==> src/rtl/regfile_wb_arbiter_if.sv <==
// +--------------------------------------------------------------------------+
// | regfile_wb_arbiter_if : writeback, reservation and hazard-check signals  |
// | Revision 1.0                                                             |
// +--------------------------------------------------------------------------+
`default_nettype none

interface regfile_wb_arbiter_if #(
  parameter int WIDTH = 16,
  parameter int NREG  = 8
);
  localparam int c_IDXW = $clog2(NREG);

  logic              rsv_valid;
  logic [c_IDXW-1:0] rsv_dest;
  logic              rsv_ready;

  logic              a_valid;
  logic [c_IDXW-1:0] a_dest;
  logic [WIDTH-1:0]  a_data;
  logic              a_ready;

  logic              b_valid;
  logic [c_IDXW-1:0] b_dest;
  logic [WIDTH-1:0]  b_data;
  logic              b_ready;

  logic              rf_load;
  logic [c_IDXW-1:0] rf_dest;
  logic [WIDTH-1:0]  rf_data;

  logic [c_IDXW-1:0] chk_src_a;
  logic [c_IDXW-1:0] chk_src_b;
  logic              chk_busy_a;
  logic              chk_busy_b;

  logic [NREG-1:0]   pending;
  logic              err;

  modport slave (
    input  rsv_valid, rsv_dest, a_valid, a_dest, a_data, b_valid, b_dest, b_data,
           chk_src_a, chk_src_b,
    output rsv_ready, a_ready, b_ready, rf_load, rf_dest, rf_data,
           chk_busy_a, chk_busy_b, pending, err
  );

  modport master (
    output rsv_valid, rsv_dest, a_valid, a_dest, a_data, b_valid, b_dest, b_data,
           chk_src_a, chk_src_b,
    input  rsv_ready, a_ready, b_ready, rf_load, rf_dest, rf_data,
           chk_busy_a, chk_busy_b, pending, err
  );
endinterface

`default_nettype wire

==> src/rtl/regfile_wb_arbiter.sv <==
// +--------------------------------------------------------------------------+
// | regfile_wb_arbiter : round-robin regfile write-port arbiter + scoreboard |
// | Revision 1.0                                                             |
// +--------------------------------------------------------------------------+
`default_nettype none

module regfile_wb_arbiter #(
  parameter int WIDTH = 16,
  parameter int NREG  = 8
) (
  input wire logic              clk,
  input wire logic              rst_n,
  regfile_wb_arbiter_if.slave   wb
);
  localparam int c_IDXW = $clog2(NREG);

  typedef enum logic [0:0] {
    PRIO_A = 1'b0,
    PRIO_B = 1'b1
  } prio_e;

  prio_e             prio_q, prio_d;
  logic [NREG-1:0]   pending_q, pending_d;
  logic              rf_load_q;
  logic [c_IDXW-1:0] rf_dest_q;
  logic [WIDTH-1:0]  rf_data_q;
  logic              err_q;

  logic              w_grant_a;
  logic              w_grant_b;
  logic              w_wr_xfer;
  logic              w_rsv_ready;
  logic              w_rsv_xfer;
  logic [c_IDXW-1:0] w_wr_dest;
  logic [WIDTH-1:0]  w_wr_data;
  logic [NREG-1:0]   w_set;
  logic [NREG-1:0]   w_clr;
  logic              w_unreserved;

  always_comb begin
    w_grant_a    = wb.a_valid && (!wb.b_valid || (prio_q == PRIO_A));
    w_grant_b    = wb.b_valid && (!wb.a_valid || (prio_q == PRIO_B));
    w_wr_xfer    = w_grant_a || w_grant_b;
    w_wr_dest    = w_grant_b ? wb.b_dest : wb.a_dest;
    w_wr_data    = w_grant_b ? wb.b_data : wb.a_data;

    w_rsv_ready  = !pending_q[wb.rsv_dest];
    w_rsv_xfer   = wb.rsv_valid && w_rsv_ready;

    w_set        = {{(NREG-1){1'b0}}, w_rsv_xfer} << wb.rsv_dest;
    w_clr        = {{(NREG-1){1'b0}}, w_wr_xfer}  << w_wr_dest;
    // Clear before set: an unreserved write racing a fresh reservation of the
    // same register must not wipe out the new reservation.
    pending_d    = (pending_q & ~w_clr) | w_set;
    w_unreserved = w_wr_xfer && !pending_q[w_wr_dest];

    prio_d = prio_q;
    if (w_grant_a) begin
      prio_d = PRIO_B;
    end else if (w_grant_b) begin
      prio_d = PRIO_A;
    end
  end

  always_ff @(posedge clk or negedge rst_n) begin
    if (!rst_n) begin
      prio_q    <= PRIO_A;
      pending_q <= '0;
      rf_load_q <= 1'b0;
      rf_dest_q <= '0;
      rf_data_q <= '0;
      err_q     <= 1'b0;
    end else begin
      prio_q    <= prio_d;
      pending_q <= pending_d;
      rf_load_q <= w_wr_xfer;
      if (w_wr_xfer) begin
        rf_dest_q <= w_wr_dest;
        rf_data_q <= w_wr_data;
      end
      if (w_unreserved) begin
        err_q <= 1'b1;
      end
    end
  end

  assign wb.a_ready    = w_grant_a;
  assign wb.b_ready    = w_grant_b;
  assign wb.rsv_ready  = w_rsv_ready;
  assign wb.chk_busy_a = pending_q[wb.chk_src_a];
  assign wb.chk_busy_b = pending_q[wb.chk_src_b];
  assign wb.pending    = pending_q;
  assign wb.rf_load    = rf_load_q;
  assign wb.rf_dest    = rf_dest_q;
  assign wb.rf_data    = rf_data_q;
  assign wb.err        = err_q;

endmodule

`default_nettype wire
==> src/flat_wrapper.sv <==
// flat-port wrapper written by rule: the top's interface ports become plain ports
module regfile_wb_arbiter_flat 
#(
  parameter int WIDTH = 16,
  parameter int NREG  = 8
)
  (clk, rst_n, wb_rsv_valid, wb_rsv_dest, wb_a_valid, wb_a_dest, wb_a_data, wb_b_valid, wb_b_dest, wb_b_data, wb_chk_src_a, wb_chk_src_b, wb_rsv_ready, wb_a_ready, wb_b_ready, wb_rf_load, wb_rf_dest, wb_rf_data, wb_chk_busy_a, wb_chk_busy_b, wb_pending, wb_err);
  regfile_wb_arbiter_if #(.WIDTH(WIDTH), .NREG(NREG)) wb_i ();
  input wire logic clk;
  input wire logic rst_n;
  input wire logic [$bits(wb_i.rsv_valid)-1:0] wb_rsv_valid;
  input wire logic [$bits(wb_i.rsv_dest)-1:0] wb_rsv_dest;
  input wire logic [$bits(wb_i.a_valid)-1:0] wb_a_valid;
  input wire logic [$bits(wb_i.a_dest)-1:0] wb_a_dest;
  input wire logic [$bits(wb_i.a_data)-1:0] wb_a_data;
  input wire logic [$bits(wb_i.b_valid)-1:0] wb_b_valid;
  input wire logic [$bits(wb_i.b_dest)-1:0] wb_b_dest;
  input wire logic [$bits(wb_i.b_data)-1:0] wb_b_data;
  input wire logic [$bits(wb_i.chk_src_a)-1:0] wb_chk_src_a;
  input wire logic [$bits(wb_i.chk_src_b)-1:0] wb_chk_src_b;
  output wire logic [$bits(wb_i.rsv_ready)-1:0] wb_rsv_ready;
  output wire logic [$bits(wb_i.a_ready)-1:0] wb_a_ready;
  output wire logic [$bits(wb_i.b_ready)-1:0] wb_b_ready;
  output wire logic [$bits(wb_i.rf_load)-1:0] wb_rf_load;
  output wire logic [$bits(wb_i.rf_dest)-1:0] wb_rf_dest;
  output wire logic [$bits(wb_i.rf_data)-1:0] wb_rf_data;
  output wire logic [$bits(wb_i.chk_busy_a)-1:0] wb_chk_busy_a;
  output wire logic [$bits(wb_i.chk_busy_b)-1:0] wb_chk_busy_b;
  output wire logic [$bits(wb_i.pending)-1:0] wb_pending;
  output wire logic [$bits(wb_i.err)-1:0] wb_err;
  assign wb_i.rsv_valid = wb_rsv_valid;
  assign wb_i.rsv_dest = wb_rsv_dest;
  assign wb_i.a_valid = wb_a_valid;
  assign wb_i.a_dest = wb_a_dest;
  assign wb_i.a_data = wb_a_data;
  assign wb_i.b_valid = wb_b_valid;
  assign wb_i.b_dest = wb_b_dest;
  assign wb_i.b_data = wb_b_data;
  assign wb_i.chk_src_a = wb_chk_src_a;
  assign wb_i.chk_src_b = wb_chk_src_b;
  assign wb_rsv_ready = wb_i.rsv_ready;
  assign wb_a_ready = wb_i.a_ready;
  assign wb_b_ready = wb_i.b_ready;
  assign wb_rf_load = wb_i.rf_load;
  assign wb_rf_dest = wb_i.rf_dest;
  assign wb_rf_data = wb_i.rf_data;
  assign wb_chk_busy_a = wb_i.chk_busy_a;
  assign wb_chk_busy_b = wb_i.chk_busy_b;
  assign wb_pending = wb_i.pending;
  assign wb_err = wb_i.err;
  regfile_wb_arbiter #(.WIDTH(WIDTH), .NREG(NREG)) u_core (.clk(clk), .rst_n(rst_n), .wb(wb_i));
endmodule
==> config.mk <==
export PLATFORM = sky130hd
export DESIGN_NAME = regfile_wb_arbiter_flat
export DESIGN_NICKNAME = d
export VERILOG_FILES = /design/src/rtl/regfile_wb_arbiter_if.sv /design/src/rtl/regfile_wb_arbiter.sv /design/src/flat_wrapper.sv
export SDC_FILE = /design/constraint.sdc
export NUM_CORES = 1
export LEC_CHECK = 0
export CAP_MARGIN = 25
export CORE_MARGIN = 3
export CORE_UTILIZATION = 41
export CTS_BUF_LIST = sky130_fd_sc_hd__clkbuf_8
export DETAILED_ROUTE_END_ITERATION = 7
export GPL_TIMING_DRIVEN = 0
export PLACE_DENSITY = 0.94
export SYNTH_ARGS = -nofsm -noshare
export SYNTH_HDL_FRONTEND = slang
export SYNTH_SLANG_ARGS = --single-unit
==> constraint.sdc <==
create_clock -name clk -period 1.9 [get_ports clk]
set_input_delay 0.285 -clock clk [delete_from_list [all_inputs] [get_ports clk]]
set_output_delay 0.285 -clock clk [all_outputs]
set_load 0.02 [all_outputs]
; ---- Word level (Yosys, flattened, before mapping)
; Cells that the tools add are included.
[classes]
order_cmp = 4
shift = 2
n_mux = 12
bitwise_logic = 4
n_reduce_logical = 12
[op_table]
columns = operator, count
row1 = < comparator 3 x 4 -> 1 bit (second input constant), 4
row2 = 2-to-1 mux 16 bit, 1
row3 = << shifter 1 x 3 -> 8 bit, 2
row4 = binary-select mux 1 bit (select 3 bit), 4
row5 = AND 8 bit, 1
row6 = NOT 8 bit, 1
row7 = OR 8 bit, 1
row8 = 2-to-1 mux 1 bit, 6
row9 = logical AND 1 bit, 4
row10 = logical NOT 1 bit, 4
row11 = logical OR 1 bit, 3
row12 = 2-to-1 mux 3 bit, 1
row13 = nonzero test 2 bit, 1
row14 = NOT 1 bit, 1
[totals]
reg_bits = 30
in_bits = 52

; ---- Longest topological paths before layout
[logic_depth]
depth_word = 8
ltp_mapped = 7
mapped_depth_nobuf = 6

; ---- Worst setup path before layout
; No wires, ideal clock.
[synth_timing]
path_type = reg2out
from = reg u_core.pending_q[3], in the netlist u_core.wb.pending[3]
to = out wb_chk_busy_a
t_arrival_ps = 1273
required_ps = 1615
path_slack_ps = 342
stages_incl_launch_ff = 3
path_buffers = 0
path_cell_list = dfrtp_1 -> mux4_2 -> mux2_2
[synth_via]
elab_chain_cells = 2
[synth_rtl]
columns = item, line
row1 = "start, declared", regfile_wb_arbiter.sv:23  ; logic [NREG-1:0] pending_q, pending_d;
row2 = "start signal, assigned", regfile_wb_arbiter.sv:75  ; pending_q <= pending_d;
row3 = binary-select mux 1 bit (select 3 bit), regfile_wb_arbiter.sv:90  ; assign wb.chk_busy_a = pending_q[wb.chk_src_a];
row4 = 2-to-1 mux 1 bit (not written as such), regfile_wb_arbiter.sv:90
row5 = "end, declared", flat_wrapper.sv:27  ; output wire logic [$bits(wb_i.chk_busy_a)-1:0] wb_chk_busy_a;
; No other way between the ends. The select of a mux whose other input is x is not followed.

; ---- Worst setup path in the final report
[layout_timing]
from = reg u_core.pending_q[0], in the netlist u_core.wb.pending[0]
to = out wb_chk_busy_a
; The elaborated chain is that of the path after synthesis.

==> metrics.sh <==
START_KIND='flop'
DETAIL_ROUTE.VIAS_PER_CELL=5.51
H-TREE-DEPTH=2
CAP_VIOLATIONS=0
PLACE.DETAILED.HPWL_MM=3.74
CRIT_PATH_MAX_INCR_DELAY_NS=0.45
AREA.GROWTH.SYNTH_TO_FINAL_PCT=66.2
CTSROOTBUFFERMASTER='clkbuf_8'
GRT_SETUP_UNREPAIRED='true'
CTS-HOLD-FIX-BUFFERS=0
DRT-PASS1-ITER-COUNT=4
ROUTED_WL_MM=5.28
VDD_DROP_MAX_uV=643
POST-SYNTH-TOP-AREA-CELL='dfrtp_1'
YOSYSMOSTFREQUENTCELL='nor2_1'
CRITICAL_PATH.TOP_DELAY_FAMILY='multiplexers'
POST-ROUTE-MIN-PERIOD_NS=1.87
HOLD_VIOLATIONS=0
TIMING.FINAL.MAX_SLEW_VIOLATIONS=0
SYNTH.LIB_CELLS_USED.DISTINCT=35
LAYOUT.NETS=319
POST_DRT_WL_PER_CELL_UM=16.7
TRITONCTS='done'
WORSTSETUPENDPOINTTYPE='output pin'
MAX_FREQ_GHz=0.534
SYNTH_CELLS=165
SYNTHTOPCELLSBYAREA='dfrtp_1 46%, mux4_2 8.2%, nor2_1 7.8%'
WORSTSETUPPATHTYPE='reg2out'
DETAILEDROUTE.FIRSTITERATIONVIOLATIONS=97
SETUP_VIOL=0
MIN-DELAY-PATH-CLASS='in2reg'
START_UTIL_PCT=43.6
SYNTH_COMMON_CELLS='34 x nor2_1, 30 x dfrtp_1, 18 x o22ai_1'
CLOCKBUFFERDEPTH=2
STATUS='complete, no violations'
GP_CONGESTION=0.872
ROW_COUNT=22
SYNTH_TOP_FLOP_CELL='dfrtp_1'
POST_DP_CELL_AREA_UM2=2550
CRITPATHBUFINV=1
POWERDENSITY_nW_PER_UM2=963
GRT_PASS1_VIAS=1778
GRT_TOTAL_USAGE_PCT=22.3
TOP_LEVEL_PORTS=86
DIE_W_UM=69.3
POWER.STATIC_LEAKAGE_nW=1.14
FLOORPLAN_CORE_AREA_UM2=3770
SYNTH-EDFF-COUNT=0
CLOCK_SINK_COUNT=30
FINAL_CELL_AREA_UM2=2730
WORSTSKEWPAIRLATENCY_NS=0.28
POSTROUTEANTENNANETS=0
DRIVE_GT1_SHARE_PCT=19.8
TIGHTEST_SLEW_NS=0.882
SYNTHESIS.NETS=217
DRC_ERRORS=0
CTS-BUFFERS-INSERTED=5
NUMBER_OF_WARNING_MESSAGES_IN_THE_YOSYS_LOG=0
GRT_FIRST_PASS_WIRELENGTH_MM=8.61
INSERTEDDIODECOUNT=0
CLOCK_SKEW_NS=0.0103
CP_DATA_REQUIRED_TIME_NS=1.62
PLACEMENT.IO_BUFFERS=83
VIAS_POST_DR=1742
ASYNC_FLOP_SHARE_PCT=100
ARRIVAL_NS=1.59
CRITICAL_PATH.MAX_FANOUT=5
GRT_START_MAX_NET_PINS=20
MIN_PERIOD_OVER_PERIOD_PCT=98.6
DIE_AREA_UM2=4800
CTS.REPORTEDPATHS.CLKPINSLEW_NS=0.07
POSTSYNTHAREAPERCELL_UM2=9.96
DIE_H_UM=69.3
TIMING.MAX_SLEW.REL_SLACK_PCT=41.0
SYN_AREA_UM2=1640
CELL_AT_THE_SLOWEST_STAGE_OF_THE_CRITICAL_PATH='mux4_2'
SYNTH-SEQ-AREA-SHARE_PCT=45.7
FIN_TOTAL_PWR_W=0.00263
ANTENNA_FOUND_INITIAL=0
GRT_REMAINING_OVERFLOW=0
YS_FF_LATCH=30
SYNTH_LARGEST_TYPE_AREA_FRACTION_PCT=45.7
CRITICAL_PATH.CELL_CHAIN='mux4_2, mux2_2, buf_6'
## state kept, by name, indices dropped and copies added, names as in the netlist
| signal | cells |
|---|---|
| u_core.prio_q | 1 |
| u_core.wb.err | 1 |
| u_core.wb.rf_load | 1 |
| u_core.wb.rf_data | 16 |
| u_core.wb.pending | 8 |
| u_core.wb.rf_dest | 3 |
## power by group
group	total [W]	internal, W	switching [W]
Clock	0.000512	0.000286	0.000226
Sequential	0.000878	0.000767	0.000111
Combinational	0.00124	0.000660	0.000580
## logic make-up (layout without fill, tap and decap cells)
| family | Yosys count | count (layout) | share of synthesized area, % |
|---|---|---|---|
| muxes | 15 | 15 | 14.8 |
| AOI/OAI and AO/OA | 47 | 47 | 18.4 |
| buffers and inverters | 15 | 118 | 4.80 |
| DFF | 30 | 30 | 45.7 |
| and+or+nand+nor | 58 | 58 | 16.4 |
## repair_timing
action                                  in CTS  in global routing
setup buffers                                9                  2
endpoints found under the setup margin       5                  4
endpoints found under the hold margin        0                  0
cloned                                       0                  0
resized for setup                           21                  8
## worst reg2reg max path: stages, from the launching register on
cell and delay (ns):
dfrtp_1 0.39, nand2b_4 0.17, nand2_4 0.14, mux2i_1 0.48
nor3_1 0.15, o22ai_1 0.17
## final cells by class
type / count / area [um2]
fillers: 282 / 1040
repair buffers: 95 / 923
clock inverters: 2 / 8.76
flip-flops and latches: 30 / 759
well taps: 48 / 60.1
inverters: 8 / 30.0
multi-input cells: 120 / 817
clock buffers: 6 / 82.6
plain buffers: 7 / 48.8
## path summary, 6_finish.rpt
kind	startpoint	end	slack, ns	cells after the start
min in group asynchronous	rst_n	u_core.prio_q	0.50	1
max reg2reg	u_core.prio_q	u_core.wb.pending[7]	0.30	5
max in group asynchronous	rst_n	u_core.wb.pending[6]	0.78	1
max	u_core.wb.pending[0]	wb_chk_busy_a	0.03	3
min reg2reg	u_core.wb.err	u_core.wb.err	0.50	2
min	wb_b_valid	u_core.prio_q	0.27	2
## per-stage QoR
step           setup WS, ns  hold slack (ns)  utilization, %  TNS (ns)  std cells
2_1_floorplan         0.342          -0.0106               -         0        165
3_3_place_gp         -0.491            0.492            67.2     -1.84        296
3_5_place_dp         -0.521            0.494            67.6     -2.13        297
4_1_cts              0.0102            0.270            71.6         0        314
5_1_grt             -0.0214            0.278            72.4   -0.0356        316
6_report             0.0270            0.265            72.4         0        316
## cell usage in the layout, fill, tap and decap left out, types with 4 or more instances in the layout
master	instances
a21oi_1	8
buf_4	13
buf_6	4
clkbuf_8	6
clkdlybuf4s50_1	75
dfrtp_1	23
dfrtp_2	7
dlygate4sd2_1	4
inv_1	8
mux4_2	6
nand3_1	5
nor2_1	34
nor3_1	7
o21ai_1	4
o22ai_1	18
o31ai_1	4
## routing by layer
metal	GRT usage [%]	vias to the layer above	wire [um]
li1	-	814	-
met1	26.3	831	2070
met2	38.5	83	2730
met3	6.23	14	356
met4	8.24	0	120
met5	0	-	0
(Power assumes the default switching activity.)
